File: config.mk
export PLATFORM = sky130hd
export DESIGN_NAME = reg_select_sequencer_flat
export DESIGN_NICKNAME = d
export VERILOG_FILES = /design/src/rtl/reg_select_sequencer_pkg.sv /design/src/rtl/reg_select_sequencer_if.sv /design/src/rtl/reg_onehot_decoder.sv /design/src/rtl/reg_select_sequencer.sv /design/src/flat_wrapper.sv
export SDC_FILE = /design/constraint.sdc
export NUM_CORES = 1
export LEC_CHECK = 0
export CORE_MARGIN = 4
export CORE_UTILIZATION = 40
export DETAILED_ROUTE_END_ITERATION = 10
export GPL_TIMING_DRIVEN = 0
export PLACE_DENSITY_LB_ADDON = 0.2
export SLEW_MARGIN = 20
export SYNTH_ARGS = -nofsm -noshare
export SYNTH_HDL_FRONTEND = slang
export SYNTH_HIERARCHICAL = 1
export SYNTH_SLANG_ARGS = --single-unit
File: constraint.sdc
create_clock -name clk -period 3 [get_ports clk]
set_input_delay 0.45 -clock clk [delete_from_list [all_inputs] [get_ports clk]]
set_output_delay 0.45 -clock clk [all_outputs]
set_load 0.01 [all_outputs]
File: src/rtl/reg_select_sequencer_pkg.sv
// Shared types and constants for the register select-and-encode sequencer.
package reg_select_sequencer_pkg;

    typedef enum logic [1:0] {
        IDLE = 2'd0,
        XFER = 2'd1,
        DONE = 2'd2
    } state_t;

    localparam logic DIR_READ  = 1'b0;
    localparam logic DIR_WRITE = 1'b1;

endpackage

File: src/rtl/reg_select_sequencer_if.sv
// Control-unit / IR side bundle of the register select sequencer.
interface reg_select_sequencer_if #(
    parameter int NUM_REGS = 16,
    parameter int IDX_W    = $clog2(NUM_REGS),
    parameter int DATA_W   = 32,
    parameter int C_W      = 19
);
    logic                gra;
    logic                grb;
    logic                grc;
    logic [IDX_W-1:0]    ra;
    logic [IDX_W-1:0]    rb;
    logic [IDX_W-1:0]    rc;
    logic                rin;
    logic                rout;
    logic                baout;
    logic [C_W-1:0]      c_field;
    logic                start;
    logic [NUM_REGS-1:0] mask;
    logic                dir;
    logic                step;

    logic [NUM_REGS-1:0] r_in;
    logic [NUM_REGS-1:0] r_out;
    logic                ba_zero;
    logic [DATA_W-1:0]   c_sign_extended;
    logic                busy;
    logic                done;
    logic [IDX_W-1:0]    cur_idx;

    modport master (
        output gra, grb, grc, ra, rb, rc, rin, rout, baout, c_field,
               start, mask, dir, step,
        input  r_in, r_out, ba_zero, c_sign_extended, busy, done, cur_idx
    );

    modport slave (
        input  gra, grb, grc, ra, rb, rc, rin, rout, baout, c_field,
               start, mask, dir, step,
        output r_in, r_out, ba_zero, c_sign_extended, busy, done, cur_idx
    );
endinterface

File: src/rtl/reg_onehot_decoder.sv
// Register index to one-hot enable decoder; indices beyond NUM_REGS-1 decode to zero.
module reg_onehot_decoder #(
    parameter int NUM_REGS = 16,
    parameter int IDX_W    = $clog2(NUM_REGS)
) (
    input  logic [IDX_W-1:0]    idx,
    input  logic                en,
    output logic [NUM_REGS-1:0] onehot
);
    generate
        for (genvar gi = 0; gi < NUM_REGS; gi++) begin : g_dec
            assign onehot[gi] = en && (idx == IDX_W'(gi));
        end
    endgenerate
endmodule

File: src/rtl/reg_select_sequencer.sv
// Single-mode Ra/Rb/Rc decode plus block-mode walk over a register mask,
// one register enable per datapath step.
module reg_select_sequencer
    import reg_select_sequencer_pkg::*;
#(
    parameter int NUM_REGS = 16,
    parameter int IDX_W    = $clog2(NUM_REGS),
    parameter int DATA_W   = 32,
    parameter int C_W      = 19
) (
    input logic                  clk,
    input logic                  reset,
    reg_select_sequencer_if.slave bus
);
    state_t              state_reg;
    logic [NUM_REGS-1:0] pend_reg;
    logic [NUM_REGS-1:0] pend_next;
    logic                dir_reg;
    logic [IDX_W-1:0]    cur_idx_reg;
    logic                busy_reg;
    logic                done_reg;
    logic [IDX_W-1:0]    low_idx;

    logic [IDX_W-1:0]    sel;
    logic                idle;
    logic [NUM_REGS-1:0] single_onehot;
    logic [NUM_REGS-1:0] block_onehot;

    assign sel  = ({IDX_W{bus.gra}} & bus.ra) |
                  ({IDX_W{bus.grb}} & bus.rb) |
                  ({IDX_W{bus.grc}} & bus.rc);
    assign idle = (state_reg == IDLE);

    reg_onehot_decoder #(.NUM_REGS(NUM_REGS), .IDX_W(IDX_W)) u_single_dec (
        .idx    (sel),
        .en     (1'b1),
        .onehot (single_onehot)
    );

    // busy_reg gates the block decoder, so its output is zero outside XFER
    reg_onehot_decoder #(.NUM_REGS(NUM_REGS), .IDX_W(IDX_W)) u_block_dec (
        .idx    (cur_idx_reg),
        .en     (busy_reg),
        .onehot (block_onehot)
    );

    // Pending set after this edge and its lowest member, so the next enable is ready with no bubble
    always_comb begin
        pend_next = pend_reg;
        case (state_reg)
            IDLE:    if (bus.start) pend_next = bus.mask;
            XFER:    if (bus.step)  pend_next = pend_reg & ~block_onehot;
            default: pend_next = pend_reg;
        endcase
        low_idx = '0;
        for (int i = NUM_REGS - 1; i >= 0; i--) begin
            if (pend_next[i]) low_idx = IDX_W'(i);
        end
    end

    always_ff @(posedge clk or posedge reset) begin
        if (reset) begin
            state_reg   <= IDLE;
            pend_reg    <= '0;
            dir_reg     <= DIR_READ;
            cur_idx_reg <= '0;
            busy_reg    <= 1'b0;
            done_reg    <= 1'b0;
        end else begin
            case (state_reg)
                IDLE: begin
                    done_reg <= 1'b0;
                    if (bus.start) begin
                        pend_reg <= pend_next;
                        dir_reg  <= bus.dir;
                        if (pend_next != '0) begin
                            state_reg   <= XFER;
                            busy_reg    <= 1'b1;
                            cur_idx_reg <= low_idx;
                        end else begin
                            state_reg <= DONE;
                            done_reg  <= 1'b1;
                        end
                    end
                end
                XFER: begin
                    if (bus.step) begin
                        pend_reg <= pend_next;
                        if (pend_next == '0) begin
                            state_reg   <= DONE;
                            busy_reg    <= 1'b0;
                            done_reg    <= 1'b1;
                            cur_idx_reg <= '0;
                        end else begin
                            cur_idx_reg <= low_idx;
                        end
                    end
                end
                DONE: begin
                    state_reg <= IDLE;
                    done_reg  <= 1'b0;
                end
                default: begin
                    state_reg   <= IDLE;
                    busy_reg    <= 1'b0;
                    done_reg    <= 1'b0;
                    cur_idx_reg <= '0;
                end
            endcase
        end
    end

    always_comb begin
        bus.r_in  = '0;
        bus.r_out = '0;
        if (idle) begin
            if (bus.rin)               bus.r_in  = single_onehot;
            if (bus.rout || bus.baout) bus.r_out = single_onehot;
        end else if (dir_reg == DIR_WRITE) begin
            bus.r_in  = block_onehot;
        end else begin
            bus.r_out = block_onehot;
        end
    end

    assign bus.ba_zero         = idle && bus.baout && (sel == '0);
    assign bus.c_sign_extended = {{(DATA_W - C_W){bus.c_field[C_W-1]}}, bus.c_field};
    assign bus.busy            = busy_reg;
    assign bus.done            = done_reg;
    assign bus.cur_idx         = cur_idx_reg;

endmodule

File: src/flat_wrapper.sv
// flat-port wrapper written by rule: the top's interface ports become plain ports
module reg_select_sequencer_flat import reg_select_sequencer_pkg::*;
#(
    parameter int NUM_REGS = 16,
    parameter int IDX_W    = $clog2(NUM_REGS),
    parameter int DATA_W   = 32,
    parameter int C_W      = 19
)
  (clk, reset, bus_gra, bus_grb, bus_grc, bus_ra, bus_rb, bus_rc, bus_rin, bus_rout, bus_baout, bus_c_field, bus_start, bus_mask, bus_dir, bus_step, bus_r_in, bus_r_out, bus_ba_zero, bus_c_sign_extended, bus_busy, bus_done, bus_cur_idx);
  reg_select_sequencer_if #(.NUM_REGS(NUM_REGS), .IDX_W(IDX_W), .DATA_W(DATA_W), .C_W(C_W)) bus_i ();
  input logic clk;
  input logic reset;
  input wire logic [$bits(bus_i.gra)-1:0] bus_gra;
  input wire logic [$bits(bus_i.grb)-1:0] bus_grb;
  input wire logic [$bits(bus_i.grc)-1:0] bus_grc;
  input wire logic [$bits(bus_i.ra)-1:0] bus_ra;
  input wire logic [$bits(bus_i.rb)-1:0] bus_rb;
  input wire logic [$bits(bus_i.rc)-1:0] bus_rc;
  input wire logic [$bits(bus_i.rin)-1:0] bus_rin;
  input wire logic [$bits(bus_i.rout)-1:0] bus_rout;
  input wire logic [$bits(bus_i.baout)-1:0] bus_baout;
  input wire logic [$bits(bus_i.c_field)-1:0] bus_c_field;
  input wire logic [$bits(bus_i.start)-1:0] bus_start;
  input wire logic [$bits(bus_i.mask)-1:0] bus_mask;
  input wire logic [$bits(bus_i.dir)-1:0] bus_dir;
  input wire logic [$bits(bus_i.step)-1:0] bus_step;
  output wire logic [$bits(bus_i.r_in)-1:0] bus_r_in;
  output wire logic [$bits(bus_i.r_out)-1:0] bus_r_out;
  output wire logic [$bits(bus_i.ba_zero)-1:0] bus_ba_zero;
  output wire logic [$bits(bus_i.c_sign_extended)-1:0] bus_c_sign_extended;
  output wire logic [$bits(bus_i.busy)-1:0] bus_busy;
  output wire logic [$bits(bus_i.done)-1:0] bus_done;
  output wire logic [$bits(bus_i.cur_idx)-1:0] bus_cur_idx;
  assign bus_i.gra = bus_gra;
  assign bus_i.grb = bus_grb;
  assign bus_i.grc = bus_grc;
  assign bus_i.ra = bus_ra;
  assign bus_i.rb = bus_rb;
  assign bus_i.rc = bus_rc;
  assign bus_i.rin = bus_rin;
  assign bus_i.rout = bus_rout;
  assign bus_i.baout = bus_baout;
  assign bus_i.c_field = bus_c_field;
  assign bus_i.start = bus_start;
  assign bus_i.mask = bus_mask;
  assign bus_i.dir = bus_dir;
  assign bus_i.step = bus_step;
  assign bus_r_in = bus_i.r_in;
  assign bus_r_out = bus_i.r_out;
  assign bus_ba_zero = bus_i.ba_zero;
  assign bus_c_sign_extended = bus_i.c_sign_extended;
  assign bus_busy = bus_i.busy;
  assign bus_done = bus_i.done;
  assign bus_cur_idx = bus_i.cur_idx;
  reg_select_sequencer #(.NUM_REGS(NUM_REGS), .IDX_W(IDX_W), .DATA_W(DATA_W), .C_W(C_W)) u_core (.clk(clk), .reset(reset), .bus(bus_i));
endmodule
==> results of run 1 <==
==> per-layer routing <==
layer	GRT usage	share of wire	vias up
li1	-	-	1385
met1	0.2852	0.40	1378
met2	0.3931	0.49	176
met3	0.03650	0.11	10
met4	0.04173	0.0085	0
met5	0	0	-
==> kinds of logic (layout without fill, tap and decap cells) <==
logic type / after synthesis / after routing / share of synthesized area
DFF: 25 / 25 / 0.2577
and+or+nand+nor: 165 / 165 / 0.3588
other: 1 / 4 / 0.001545
buffers and inverters: 64 / 182 / 0.1567
AOI/OAI and AO/OA: 71 / 71 / 0.2253
==> area by class of cell <==
cell class | instances | area share
sequential | 25 | 0.1656
buffer | 48 | 0.08642
inverter | 14 | 0.01391
timing repair buffer | 116 | 0.2858
clock inverter | 1 | 0.001325
multi-input combinational | 240 | 0.4113
clock buffer | 3 | 0.01093
tap | 75 | 0.02483
==> cell usage in the layout, fill, tap and decap left out, types with 3 or more instances in the layout <==
| cell type | instances |
|---|---|
| nand2b_1 | 6 |
| dfrtp_1 | 25 |
| clkbuf_8 | 3 |
| a21o_1 | 4 |
| dlymetal6s2s_1 | 7 |
| a21oi_1 | 15 |
| nor3_1 | 6 |
| dlygate4sd2_1 | 9 |
| nor2_4 | 6 |
| or2_2 | 4 |
| nor2_2 | 6 |
| a22o_1 | 18 |
| clkdlybuf4s15_1 | 4 |
| nor3_2 | 7 |
| a22oi_1 | 4 |
| inv_1 | 13 |
| buf_2 | 11 |
| nor3b_1 | 5 |
| clkdlybuf4s50_1 | 71 |
| nand3_1 | 39 |
| nand3b_1 | 12 |
| nor2_1 | 23 |
| nand2_1 | 34 |
| a32o_1 | 3 |
| buf_4 | 43 |
| a221o_1 | 5 |
| nand2_2 | 3 |
| clkbuf_2 | 11 |
| conb_1 | 4 |
==> path summary, 6_finish.rpt <==
path | slack, ns | cells after the start | end | start
max in group asynchronous | 2.02 | 2 | u_core/pend_reg[4]$_DFFE_PP0P_ | reset
hold / removal | 0.49 | 3 | u_core/state_reg[0]$_DFFE_PP0P_ | bus_start
min in group asynchronous | 0.56 | 2 | u_core/bus.cur_idx[3]$_DFFE_PP0P_ | reset
setup / recovery | -0.03 | 11 | bus_r_in[7] | bus_ra[3]
hold reg to reg | 0.54 | 2 | u_core/pend_reg[8]$_DFFE_PP0P_ | u_core/pend_reg[8]$_DFFE_PP0P_
setup reg to reg | 0.11 | 9 | u_core/bus.cur_idx[2]$_DFFE_PP0P_ | u_core/bus.cur_idx[2]$_DFFE_PP0P_
==> what timing repair did <==
| item | in CTS | in global routing |
|---|---|---|
| pin swaps | 6 | 13 |
| setup buffers | 7 | 3 |
| gates resized for setup | 56 | 51 |
| endpoints found under the setup margin | 32 | 26 |
==> power groups by stage <==
stage | Sequential, mW | Combinational, mW | Clock, mW
2_1_floorplan | 0.457 | 0.422 | 0
3_3_place_gp | 0.462 | 0.715 | 0
5_1_grt | 0.475 | 0.807 | 0.217
4_1_cts | 0.462 | 0.718 | 0.205
3_5_place_dp | 0.469 | 0.724 | 0
6_report | 0.466 | 0.746 | 0.200
==> critical path, stage by stage <==
cell             delay (ns)
clkdlybuf4s50_1        0.40
a222oi_1               0.44
inv_1                  0.14
buf_4                  0.18
nand3b_1               0.27
buf_4                  0.21
nor2_2                 0.10
buf_4                  0.12
nand3_1                0.07
nand2_1                0.08
clkbuf_2               0.13
==> metrics.txt, run 1 <==
status complete, but fails checks; failing checks negative setup slack; max cap viols 0; core area between 5000 and 6000 µm²; Internal roughly 0.85 mW; Yosys reg bits 25; Avg Cell Area, Syn 7.446 µm²; design area about 3800 µm²; Mapped Cells 326; drt total wl about 8700 µm; Yosys cell types 49; largest net degree at the start of global routing 26; sw frac 0.3981; grt total ovfl 0; fin. max-slew vios 0; DRT antenna net count 0; Root Buffer clkbuf_8; cts bufs inserted 3; top post-synthesis cells by area dfrtp_1 26%, buf_4 10%, nand3_1 8.2%; Die Y-Extent around 86 µm; drt wl/cell 16.63 µm; share of layout cells above drive strength 1 0.2461; Die Wd 85.90 µm; hold slack approximately 0.5 ns; gpl congestion around 0.85; max FFs per register 16; period utilisation layout 1.011; most used flip-flop cell after synthesis dfrtp_1; Required @ worst endpoint approximately 2.6 ns; Ant. Diodes 0; worst min-delay path class in2reg; clk_skew 0.006835 ns; DRT Pass-1 Iters 6; DRC Markers 0; dpl ws -0.3031 ns; Pwr Total 1.412 mW; Ports around 130; Seq/Total Area, Yosys 0.2577; critical path class in2out; Crit Path Max Fanout 4; die footprint approximately 7400 µm²; Slew Limit Headroom 0.3919; Final Non-Filler Cells 522; setup slack after layout -0.03393 ns; Synth Cell Area about 2400 µm²; CP Capture Type output port; leading area contributor after synthesis dfrtp_1; area of the multi-input gates roughly 1600 µm²; combinational power share 0.528; area grow syn2layout 55.67%; DR vias/cell roughly 5.6; sequential power share 0.330; most common cell in the netlist nand3_1; Clk pwr share 0.142; row count 28; Clock H-tree levels 1; EDFF count, synth 0; Worst Tran Pin Value approximately 0.91 ns; Async S/R FF share, synth 1.000; Sink Count 25; fin crit period between 3 and 4 ns; Finished Core Util 0.6382; Worst-path clk slew around 0.090 ns; f_max between 0.3 and 0.4 GHz; number of nets in the layout ~510; CTS tree done; Final Hold Viols 0; crit path DAT between 2 and 3 ns; IR drop worst, VDD ~0.00038 V; PwrDens between 300 and 400 nW/µm²; gr usage total 0.2222; via count ~2900; starting density of the core 0.4100; critical path startpoint category input port; drt initial violations 222; unrepaired setup endpoints after global routing yes; share of the synthesized area in the top cell type 0.2577; CTS max path bufs 2; Final setup viols 1; leak pwr between 1.5 and 2 nW; setup tns final -0.03393 ns; switching power between 0.5 and 0.6 mW; initial antenna violation count 0; Buffers on Ports ~110; hpwl dp ~6700 µm; register area approximately 630 µm²; Commonest cells post-synth 40 x nand3_1, 36 x nand2_1, 35 x nor2_1; CTS hold repair buffers 0; Yosys warning total 6; clock latency on the worst-skew pair between 0.2 and 0.3 ns; placed cell count just over 500; fill count 541; Placed Area between 3000 and 4000 µm²; vias in the first global route 2723; first-pass GRT wire length approximately 13000 µm
No activity file was read; power rests on OpenSTA's default activity.
==> run 2, diff against run 1 <==
SKIP_CTS_REPAIR_TIMING = 1   (was not set)
TNS_END_PERCENT = 30   (was not set)
==> metrics.txt, run 2 (same netlist as run 1, synthesis figures left out) <==
hpwl dp 6661 µm (unchanged); Ant. Diodes 0 (unchanged); most frequent CP cell clkdlybuf4s50_1; Slew Limit Headroom 0.3904 (-0.001502); reg-to-reg setup timing slack 0.05 ns (-0.06 ns); status completed; DRT Pass-1 Iters 5 (-1); drt initial violations 213 (-4.1%); register area 625.6 µm² (unchanged); Worst Hold Launch bus_start; row count 28 (unchanged); CTS max path bufs 2 (unchanged); largest stage delay on the critical path 0.54 ns (+0.10 ns); Buffers on Ports 106 (unchanged); drt total wl 8434 µm (-2.8%); clk_skew 0.003837 ns (-0.002999 ns); Worst Tran Pin Value 0.9088 ns (+0.002239 ns); Reg2Reg Capture Point u_core/bus.cur_idx[2]$_DFFE_PP0P_; starting density of the core 0.4100 (unchanged); slowest CP cell clkdlybuf4s50_1; CP Buf/Inv Count 3 (-3); unrepaired setup endpoints after global routing yes; f_max 0.3362 GHz (+2.0%); leak pwr 2.014 nW (+14%); drt wl/cell 16.31 µm (-1.9%); via count 2859 (-3.1%); period utilisation layout 0.9913 (-0.01998); Final Non-Filler Cells 517 (-0.96%); Clock H-tree levels 1 (unchanged); Die Wd 85.90 µm (unchanged); worst min-delay path class in2reg; CTS tree done; DRT antenna net count 0 (unchanged); Final setup viols 0 (-1); share of layout cells above drive strength 1 0.1946 (-0.05151); cts bufs inserted 3 (unchanged); commonest non-fill, non-tap cell in the layout clkdlybuf4s50_1; Crit path max-delay family buffers and inverters; reg2reg start u_core/bus.busy$_DFFE_PP0P_; IR drop worst, VDD 0.0003205 V (-16%); CP Capture Type output port; gpl congestion 0.8510 (unchanged); initial antenna violation count 0 (unchanged); reg2reg path depth 9 (unchanged); critical path class in2out; DRC Markers 0 (unchanged); vias in the first global route 2643 (-2.9%); gr usage total 0.2156 (-0.006605); clock latency on the worst-skew pair 0.27 ns (about the same); max FFs per register 16 (unchanged); Placed Area 3593 µm² (unchanged); first-pass GRT wire length 13140 µm (-2.6%); Worst-path clk slew 0.09 ns (about the same); most frequent cells in the layout 79 x clkdlybuf4s50_1, 39 x nand3_1, 38 x buf_4; critical path startpoint category input port; Die Y-Extent 85.90 µm (unchanged); max cap viols 0 (unchanged); number of nets in the layout 501 (-0.99%); area of the multi-input gates 1513 µm² (-2.7%); placed cell count 510 (unchanged); Sink Count 25 (unchanged); Required @ worst endpoint 2.55 ns (about the same); die footprint 7379 µm² (unchanged); Ports 129 (unchanged); area grow syn2layout 57.53%; grt total ovfl 0 (unchanged); hold depth 3 (unchanged); Crit Path Max Fanout 4 (unchanged); largest net degree at the start of global routing 26 (unchanged); fin. max-slew vios 0 (unchanged); design area 3824 µm² (+1.2%); fill count 524 (-3.1%); fin crit period 2.974 ns (-0.05993 ns); CP cell instances clkdlybuf4s50_1 > a222oi_1 > inv_1 > nand3b_1 > nor3_2 > nand3_1 > nand2_1 > clkdlybuf4s50_1; core area 5921 µm² (unchanged); Root Buffer clkbuf_8; crit path DAT 2.52 ns (-0.06 ns); WHS Endpoint u_core/state_reg[0]$_DFFE_PP0P_; Final Hold Viols 0 (unchanged); PwrDens 368.1 nW/µm² (-1.5%); DR vias/cell 5.530 (-2.1%)
## run 2: cell count changes in the layout (fill, tap and decap cells not counted), moves of 2 or more
cell / change
buf_2: -5
buf_4: -5
clkbuf_2: -8
clkdlybuf4s15_1: -4
clkdlybuf4s15_2: -2
clkdlybuf4s50_1: +8
dlygate4sd2_1: -9
dlymetal6s2s_1: +20
nor2_1: +2
nor2_4: -3
## run 2: worst max-delay path by stage
stage          cells after the start  slack [ns]                             from                                 to
6_report                           8        0.03                        bus_ra[3]                        bus_r_in[4]
5_1_grt                            9       -0.14      u_core/bus.busy$_DFFE_PP0P_  u_core/bus.cur_idx[2]$_DFFE_PP0P_
4_1_cts                            8       -0.54  u_core/state_reg[1]$_DFFE_PP0P_                       bus_r_out[6]
3_5_place_dp                       8       -0.30                          bus_gra                        bus_r_in[1]
3_3_place_gp                       8       -0.25                          bus_gra                        bus_r_in[1]
2_1_floorplan                      9        0.47      u_core/bus.busy$_DFFE_PP0P_  u_core/bus.cur_idx[2]$_DFFE_PP0P_
## run 2: cell type report
class | count | area share
timing repair buffer | 110 | 0.3030
clock buffer | 3 | 0.01080
sequential | 25 | 0.1636
buffer | 49 | 0.08737
tap | 75 | 0.02454
multi-input combinational | 240 | 0.3956
clock inverter | 1 | 0.001309
inverter | 14 | 0.01374
## run 2: metal layers
metal / vias to the layer above / track usage / share of wire
met2: 129 / 0.3707 / 0.49
met1: 1353 / 0.2852 / 0.41
met4: 0 / 0.04029 / 0.0055
met5: - / 0 / 0
met3: 5 / 0.03650 / 0.094
li1: 1372 / - / -
## run 2: power breakdown
part	leakage (nW)	switching, mW	internal (mW)
registers	0.287	0.0678	0.397
logic	1.70	0.371	0.373
clock network	0.0255	0.106	0.0929
## run 2: worst register-to-register path, delay by kind of cell (launching register included)
family	cells	cell delay (ns)
AOI/OAI and AO/OA	4	1.19
and+or+nand+nor	4	1.17
DFF	1	0.48
buffers and inverters	1	0.07
## run 2: stage by stage
stage	hold WS, ns	setup WS (ns)	utilization	TNS (ns)	power (mW)
global route	0.4825	-0.1390	0.6458	-0.5677	1.496
CTS	0.4818	-0.5427	0.6148	-9.456	1.394
detailed placement	0.5156	-0.3031	0.6069	-5.447	1.193
global placement	0.5070	-0.2460	0.6069	-4.721	1.177
finish	0.4920	0.02600	0.6458	0	1.408
floorplan	0.4773	0.4671	-	0	0.8792
==> run 3, diff against run 2 <==
MAX_ROUTING_LAYER = met4   (was not set)
==> metrics.txt, run 3 (same netlist as run 1, synthesis figures left out) <==
status completed; number of nets in the layout 501 (unchanged); Finished Core Util 0.6458 (unchanged); drt wl/cell 16.33 µm (+0.12%); Pwr Total 1.408 mW (about the same); Die Wd 85.90 µm (unchanged); initial antenna violation count 0 (unchanged); Worst-path clk slew 0.09 ns (about the same); critical path startpoint category input port; clock latency on the worst-skew pair 0.27 ns (about the same); f_max 0.3364 GHz (about the same); max cap viols 0 (unchanged); largest stage delay on the critical path 0.54 ns (about the same); crit path DAT 2.52 ns (about the same); Root Buffer clkbuf_8; starting density of the core 0.4100 (unchanged); CP Buf/Inv Count 3 (unchanged); IR drop worst, VDD 0.0003209 V (about the same); Ant. Diodes 0 (unchanged); setup slack after layout 0.02735 ns (+0.001346 ns); Worst Tran Pin Value 0.9124 ns (+0.003526 ns); unrepaired setup endpoints after global routing yes; Buffers on Ports 106 (unchanged); dpl ws -0.3031 ns (unchanged); first-pass GRT wire length 13140 µm (unchanged); row count 28 (unchanged); core area 5921 µm² (unchanged); fin. max-slew vios 0 (unchanged); CP cell instances clkdlybuf4s50_1 > a222oi_1 > inv_1 > nand3b_1 > nor3_2 > nand3_1 > nand2_1 > clkdlybuf4s50_1; drt total wl 8444 µm (+0.12%); gr usage total 0.2221 (+0.006558); most frequent cells in the layout 79 x clkdlybuf4s50_1, 39 x nand3_1, 38 x buf_4; setup tns final 0 ns (unchanged); DRT Pass-1 Iters 5 (unchanged); commonest non-fill, non-tap cell in the layout clkdlybuf4s50_1; hpwl dp 6661 µm (unchanged); DR vias/cell 5.551 (+0.38%); drt initial violations 193 (-9.4%); DRT antenna net count 0 (unchanged); hold slack 0.4862 ns (-0.005716 ns); period utilisation layout 0.9909 (about the same); clk_skew 0.005237 ns (+0.001401 ns); Die Y-Extent 85.90 µm (unchanged); Sink Count 25 (unchanged); cts bufs inserted 3 (unchanged); Final setup viols 0 (unchanged); CTS tree done; largest net degree at the start of global routing 26 (unchanged); Required @ worst endpoint 2.55 ns (about the same); via count 2870 (+0.38%); vias in the first global route 2640 (-0.11%); DRC Markers 0 (unchanged); Crit path max-delay family buffers and inverters; max FFs per register 16 (unchanged); CTS max path bufs 2 (unchanged); Slew Limit Headroom 0.3880 (-0.002365); Ports 129 (unchanged); grt total ovfl 0 (unchanged); leak pwr 2.014 nW (unchanged); PwrDens 368.2 nW/µm² (about the same); CP Capture Type output port; fin crit period 2.973 ns (-0.001346 ns); critical path class in2out; area grow syn2layout 57.53% (unchanged); worst min-delay path class in2reg; die footprint 7379 µm² (unchanged); Final Hold Viols 0 (unchanged); Crit Path Max Fanout 4 (unchanged); most frequent CP cell clkdlybuf4s50_1; gpl congestion 0.8644 (+1.6%); share of layout cells above drive strength 1 0.1946 (unchanged); Clock H-tree levels 1 (unchanged); slowest CP cell clkdlybuf4s50_1
run 3: cell counts in the layout (fill, tap and decap cells not counted):
No cell type changed its count.
run 3: layout make-up:
class	instances	area, µm²
fillers	524	2097
multi-input cells	240	1513
repair buffers	110	1159
flip-flops and latches	25	625.6
plain buffers	49	334.1
well taps	75	93.84
inverters	14	52.55
clock buffers	3	41.29
clock inverters	1	5.005
run 3: layer usage:
layer  vias to the layer above  track usage  part of all wire
met5                         -            -                 0
met4                         0      0.04029            0.0052
met3                         4      0.03458             0.096
met2                       138       0.3700              0.49
met1                      1355       0.2876              0.41
li1                       1373            -                 -
run 3: stage by stage:
step	cell area [µm²]	cells
6_report	3824	517
3_3_place_gp	3593	510
5_1_grt	3824	517
3_5_place_dp	3593	510
4_1_cts	3640	514
2_1_floorplan	2439	329
run 3: power breakdown:
part           switching (mW)  internal (mW)
Combinational           0.368          0.373
Clock                   0.107         0.0929
Sequential             0.0693          0.397
run 3: final timing paths:
kind                                                     start                                 to  slack, ns  cells past startpoint
worst max-delay path                                 bus_ra[3]                        bus_r_in[4]       0.03                      8
worst min-delay path                                 bus_start    u_core/state_reg[0]$_DFFE_PP0P_       0.49                      3
worst max register to register     u_core/bus.busy$_DFFE_PP0P_  u_core/bus.cur_idx[2]$_DFFE_PP0P_       0.04                      9
worst min register to register  u_core/pend_reg[8]$_DFFE_PP0P_     u_core/pend_reg[8]$_DFFE_PP0P_       0.54                      2
max in group asynchronous                                reset     u_core/pend_reg[4]$_DFFE_PP0P_       2.01                      2
min in group asynchronous                                reset  u_core/bus.cur_idx[3]$_DFFE_PP0P_       0.57                      2
run 3: worst min-delay path: cells and delay by family:
family	cells	cell delay (ns)
buf+inv	1	0.15
simple gates	1	0.06
compound gates	1	0.06
